--- src/rtl/reg_file_alu_pkg.sv ---
// Shared widths and ALU operation encoding for the register-file/ALU datapath slice.
package reg_file_alu_pkg;

    localparam int DATA_W = 8;
    localparam int ADDR_W = 4;
    localparam int NUM_REGS = 2 ** ADDR_W;

    typedef enum logic [1:0] {
        ALU_ADD   = 2'b00,
        ALU_PASSB = 2'b01,
        ALU_AND   = 2'b10,
        ALU_SUB   = 2'b11
    } alu_op_t;

endpackage

--- src/rtl/reg_file_alu_alu8.sv ---
// Purely combinational 8-bit ALU: add, pass B, bitwise AND, subtract.
// All arithmetic wraps modulo 2**DATA_W; no flags are produced.
module alu8
    import reg_file_alu_pkg::*;
(
    input  logic [DATA_W-1:0] a,
    input  logic [DATA_W-1:0] b,
    input  alu_op_t           op,
    output logic [DATA_W-1:0] y
);

    logic [DATA_W-1:0] y_s;

    // Select the operation result; carries out of the top bit are dropped.
    always_comb begin
        y_s = {DATA_W{1'b0}};
        case (op)
            ALU_ADD:   y_s = a + b;
            ALU_PASSB: y_s = b;
            ALU_AND:   y_s = a & b;
            ALU_SUB:   y_s = a - b;
            default:   y_s = {DATA_W{1'b0}};
        endcase
    end

    assign y = y_s;

endmodule

--- src/rtl/reg_file_alu.sv ---
// Single-cycle datapath slice: 16x8 register file with two combinational read
// ports and one synchronous write port, feeding an 8-bit ALU whose result is
// both the block output and the write-back data. The register breaks the
// write-back loop, so ALUResult only ever depends on already-stored values.
module reg_file_alu
    import reg_file_alu_pkg::*;
(
    input  logic [ADDR_W-1:0] RA1,
    input  logic [ADDR_W-1:0] RA2,
    input  logic [ADDR_W-1:0] WA,
    input  logic [DATA_W-1:0] external_data_in,
    input  logic              clk,
    input  logic              reset,
    input  logic              RegWrite,
    input  logic              ALUSrc,
    input  logic [1:0]        ALUControl,
    output logic [DATA_W-1:0] ALUResult
);

    logic [DATA_W-1:0] regs_q [NUM_REGS];
    logic [DATA_W-1:0] regs_d [NUM_REGS];

    logic [DATA_W-1:0] rd1_s;
    logic [DATA_W-1:0] rd2_s;
    logic [DATA_W-1:0] op_b_s;
    logic [DATA_W-1:0] alu_y_s;
    alu_op_t           alu_op_s;

    // Zero-latency reads; a same-cycle write is not bypassed, so old data is seen.
    assign rd1_s = regs_q[RA1];
    assign rd2_s = regs_q[RA2];

    // Operand B comes from the second read port or the external immediate byte.
    always_comb begin
        op_b_s = rd2_s;
        if (ALUSrc) begin
            op_b_s = external_data_in;
        end else begin
            op_b_s = rd2_s;
        end
    end

    assign alu_op_s = alu_op_t'(ALUControl);

    alu8 u_alu (
        .a  (rd1_s),
        .b  (op_b_s),
        .op (alu_op_s),
        .y  (alu_y_s)
    );

    assign ALUResult = alu_y_s;

    // Next register contents: only the addressed entry changes, and only when enabled.
    always_comb begin
        regs_d = regs_q;
        if (RegWrite) begin
            regs_d[WA] = alu_y_s;
        end else begin
            regs_d = regs_q;
        end
    end

    // Register array update; reset wins over any write in the same cycle.
    always_ff @(posedge clk) begin
        if (reset) begin
            regs_q <= '{default: {DATA_W{1'b0}}};
        end else begin
            regs_q <= regs_d;
        end
    end

endmodule

--- config.mk ---
export PLATFORM = sky130hd
export DESIGN_NAME = reg_file_alu
export DESIGN_NICKNAME = d
export VERILOG_FILES = /design/src/rtl/reg_file_alu_pkg.sv /design/src/rtl/reg_file_alu_alu8.sv /design/src/rtl/reg_file_alu.sv
export SDC_FILE = /design/constraint.sdc
export NUM_CORES = 1
export LEC_CHECK = 0
export ABC_AREA = 1
export BUFFER_PORTS_ARGS = -buffer_cell sky130_fd_sc_hd__buf_2
export CAP_MARGIN = 10
export CORE_MARGIN = 2
export CORE_UTILIZATION = 40
export CTS_CLUSTER_SIZE = 30
export DETAILED_ROUTE_END_ITERATION = 12
export MAX_ROUTING_LAYER = met4
export SYNTH_ARGS = -nofsm -noshare
export SYNTH_HDL_FRONTEND = slang
export SYNTH_SLANG_ARGS = --single-unit
--- constraint.sdc ---
create_clock -name clk -period 8.6 [get_ports clk]
set_input_delay 1.72 -clock clk [delete_from_list [all_inputs] [get_ports clk]]
set_output_delay 1.72 -clock clk [all_outputs]
set_load 0.02 [all_outputs]
### After elaboration in Yosys (flattened, before gate mapping)

Cells that the tools add are included.

| word-level totals | value |
|---|---|
| register bits after elaboration | 128 |
| output and inout port bits | 8 |
| word-level logic and storage cells | 42 |

| operators by class | value |
|---|---|
| add/sub/neg operators | 2 |
| $lt $le $gt $ge | 4 |
| eq/ne operators | 3 |
| mux-type cells | 11 |
| bitwise operators | 4 |
| reduce and logical (&&, ||, !) cells | 2 |

Operators with widths:

| operator | number |
|---|---|
| $bwmux 128 | 1 |
| $bmux 8 s4 | 2 |
| $mux 8 | 6 |
| $demux 8 s4 | 1 |
| $pmux 8 s4 | 1 |
| $ge 5x5->1 const B | 3 |
| $not 4->5 | 3 |
| $add 8x8->8 | 1 |
| $and 8x8->8 | 1 |
| $sub 8x8->8 | 1 |
| $lt 5x1->1 const B | 1 |
| $eq 2x2->1 const B | 2 |
| $eq 2x1->1 const B | 1 |
| $logic_not 2->1 | 1 |
| $logic_and 1x1->1 | 1 |

### Longest topological paths before layout

| logic depth | value |
|---|---|
| word-level depth | 8 |
| gate-level depth with buffers | 28 |
| gate-level depth less buffers | 26 |

### Cells and area by module

Synthesis repeated with hierarchy kept, for this count alone.

| second synthesis, totals | value |
|---|---|
| cell total of the unflattened synthesis | 1266 |
| area total of the unflattened synthesis | 7858.8 um2 |

Modules (own cells, without submodules):

| module | instances | cells each | area an instance (um2) | seq. area each (um2) |
|---|---|---|---|---|
| reg_file_alu | 1 | 1135 | 7138.1 | 2562.5 |
| alu8 | 1 | 131 | 720.7 | 0.0 |

### Worst setup path before layout

OpenSTA, ideal clock, no wires.

| timing | value |
|---|---|
| path kind | input to output |
| from | input RA2[1] |
| to | output ALUResult[7] |
| arrival | 4695 ps |
| required time | 6880 ps |
| slack | 2185 ps |
| cell stages on the path | 26 |
| buffers on the path | 3 |
| cells stage by stage | buf_2 -> inv_2 -> buf_4 -> nand3_1 -> nand3_1 -> nand2_1 -> nand2_1 -> nand2_1 -> o21ai_4 -> ha_1 -> nand2_1 -> o21ai_0 -> o21ai_0 -> xnor2_1 -> ha_1 -> a21oi_1 -> o21ai_0 -> a31oi_1 -> inv_1 -> nand3_1 -> nand2_1 -> inv_1 -> nand3_1 -> nand3_4 -> buf_6 -> nand2_1 |

| between the ends | value |
|---|---|
| cells in the longest elaborated chain, start to end | 7 |

RTL lines:

| item | RTL line | RTL |
|---|---|---|
| start: declaration | reg_file_alu.sv:9 | `input logic [ADDR_W-1:0] RA2,` |
| $not 4->5 (implied by the code) (*) | reg_file_alu.sv:31 | `assign rd2_s = regs_q[RA2];` |
| $bmux 8 s4 (*) | reg_file_alu.sv:31 |  |
| $mux 8 (implied by the code) (*) (2 in series) | reg_file_alu.sv:31 |  |
| $mux 8 (*) | reg_file_alu.sv:36 | `if (ALUSrc) begin` |
| $sub 8x8->8, or another cell as far along | reg_file_alu_alu8.sv:21 | `ALU_SUB: y_s = a - b;` |
| $pmux 8 s4 (*) | reg_file_alu_alu8.sv:17 | `case (op)` |
| end: declaration | reg_file_alu.sv:17 | `output logic [DATA_W-1:0] ALUResult` |

Every way passes the cells marked *; elsewhere a longest branch is shown, timed or not. The select of a mux whose other input is x is not followed.

### Final worst setup path

| timing | value |
|---|---|
| from | input RA2[0] |
| to | output ALUResult[7] |

Same word-level chain as after synthesis.

==> metrics <==
TritonCTS Buffers 17; Die X 148 um; Worst Tran Pin Value 1.01 ns; vias in the first global route 7495; drt pass-1 iters 7; Post-CTS Repair Setup Buffers 0; H-tree levels 4; post-CTS resize count 0; TritonCTS Sinks around 130; Largest Register regs_q; CTS tree built; count leader, synth nand2_1; P_int 1.17 mW; maximum vdd drop 120 uV; first-pass GRT wire length 43.6 mm; fmax 0.127 GHz; highest net fanout along the worst path 30; Setup TNS 0 ns; post-synth cell types 37; Post-synth EDFFs 0; sequential element share of the synthesized area 0.310; ant diodes 0; Nets 1372; Syn Area/Cell 6.14 sq um; clk root buf clkbuf_16; drt drc 0; Clk pin slew, worst setup/hold paths about 0.060 ns; Crit Path Class input pin to output port; Antenna Nets Post-Route 0; initial core utilization 0.408; top post-synthesis cells by count nand2_1 (249), inv_1 (209), nand3_1 (165); initial antenna violation count 0; final slew viol count 0; Area contributors post-synth dfxtp_1 (31%), nand2_1 (11%), nand3_1 (10%); Yosys top cell by area dfxtp_1; port bufs 33; ys flop type dfxtp_1; PD cells about 190 nW/um^2; Syn Nets about 1400; area of the core 20300 sq um; All-Layer GR Usage 0.267; Largest register FFs 128; crit path time final 7.90 ns; Synth Warn # 0; share of the synthesized area in the top cell type 0.310; Largest regs regs_q: 128 flops; period utilization 0.918; Initial DRC Count 939; Fill cells 2190; overall power 1.74 mW; boundary pin count 34; pre-CTS setup slack 0.805 ns; hpwl dp around 19 mm; max cap viols 0; Clock Power Share 0.421; Hold Path Class flip-flop to flip-flop; Die Area 21900 sq um; proportion of layout cells with a drive suffix above 1 0.0869; Psw 578 uW; area growth from synthesis to layout 9.63%; status complete, no violations; unrepaired setup endpoints after global routing false; Synth async-reset ratio 0; P_leak around 4.4 nW; grt ovf 0; final hold vios 0; DR vias/cell 5.30; crit path capture type output port; Longest Clk Path Bufs 2; via count 8560; WL per Instance 17.7 um; routability cong. 0.899; Reg power frac 0.353; largest net degree at the start of global routing 65; WP data arrival roughly 6.2 ns; Logic pwr share 0.225; Net Sw Frac 0.331; hold slack 0.564 ns; Final setup violation count 0; hold_buf cts 0; Finished Layout Cells approximately 1600; flops & latches, synth 128; Setup crit start kind input pin; Required @ worst endpoint 6.88 ns; Routed WL 28.6 mm; Rows 52; Mapped Cells about 1300; clk_skew 0.00902 ns; final worst setup slack roughly 0.7 ns; placed cell count 1584; synthesized cell area around 8300 sq um; Max transition margin 0.321; worst-skew pair later-pin latency between 0.4 and 0.5 ns; Die Y-Extent 148 um
## metal layers
layer,track usage,vias to the layer above,share of wire
li1,-,4282,-
met1,0.367,3858,0.46
met2,0.392,375,0.44
met3,0.0540,45,0.083
met4,0.0910,0,0.025
met5,-,-,0
## logic make-up after synthesis
logic type,Yosys count,synth area share
AO/OA/AOI/OAI,334,0.219
XOR/XNOR,6,0.00635
adder cells (fa/ha/maj),13,0.0206
buffers and inverters,306,0.154
flip-flops,128,0.310
AND/OR/NAND/NOR,561,0.290
## cell usage in the layout, fill, tap and decap left out, types with 3 or more instances in the layout
cell       synthesis  routed
nand2_1          249     249
inv_1            209     209
nand3_1          165     165
o21ai_0          155     155
nor2_1           128     128
dfxtp_1          128     128
a21oi_1          125     125
buf_2             37      32
o21ai_1           21      21
buf_4              3      21
clkbuf_16          0      17
o21bai_1          12      12
ha_1              12      12
inv_2              9       9
nand3_2            9       9
clkinv_2           0       5
o21ai_2            4       4
clkbuf_8           0       4
nand2_2            3       3
a31oi_1            3       3
xnor2_1            3       3
xor2_1             3       3
## layout make-up
cell class              count  area, sq um  area share
inverters                 219          822      0.0906
flip-flops and latches    128         2560       0.282
clock buffers              22          484      0.0534
repair buffers             53          318      0.0350
well taps                 270          338      0.0372
clock inverters            10          109      0.0120
multi-input cells         914         4440       0.489
## worst paths after layout
path              cells after the start                    start                 endpoint  slack [ns]
setup / recovery                     26                   RA2[0]             ALUResult[7]        0.70
hold / removal                        4  regs_q[85]$_SDFFE_PP0P_  regs_q[85]$_SDFFE_PP0P_        0.56
hold reg to reg                       4  regs_q[85]$_SDFFE_PP0P_  regs_q[85]$_SDFFE_PP0P_        0.56
setup reg to reg                     25  regs_q[89]$_SDFFE_PP0P_  regs_q[39]$_SDFFE_PP0P_        4.84
## stage by stage
| stage | utilization | cell area, sq um |
|---|---|---|
| after floorplan | - | 8280 |
| after global placement | 0.418 | 8480 |
| after detailed placement | 0.418 | 8480 |
| after CTS | 0.447 | 9070 |
| after global routing | 0.447 | 9070 |
| final | 0.447 | 9070 |
## critical path: stages
cell	delay, ns
buf_2	0.47
inv_2	0.35
buf_4	0.35
nand2_1	0.10
nand3_1	0.06
nand3_1	0.12
nand2_1	0.06
nand2_1	0.06
nand2_1	0.11
o21ai_4	0.19
ha_1	0.19
nand2_1	0.08
o21ai_0	0.30
o21ai_0	0.18
xnor2_1	0.21
ha_1	0.29
a21oi_1	0.14
o21ai_0	0.10
a31oi_1	0.20
nand2_1	0.08
nand2_1	0.09
inv_1	0.05
nand3_1	0.10
nand3_4	0.24
nand2_1	0.13
buf_2	0.19
## power by group through the flow
| stage | combinational, mW | sequential (mW) | clock (mW) |
|---|---|---|---|
| global route | 0.423 | 0.617 | 0.765 |
| global placement | 0.388 | 0.629 | 0 |
| finish | 0.393 | 0.616 | 0.735 |
| detailed placement | 0.387 | 0.629 | 0 |
| floorplan | 0.258 | 0.625 | 0 |
| CTS | 0.388 | 0.616 | 0.740 |
Note: power is estimated with default switching activity, not from simulation.
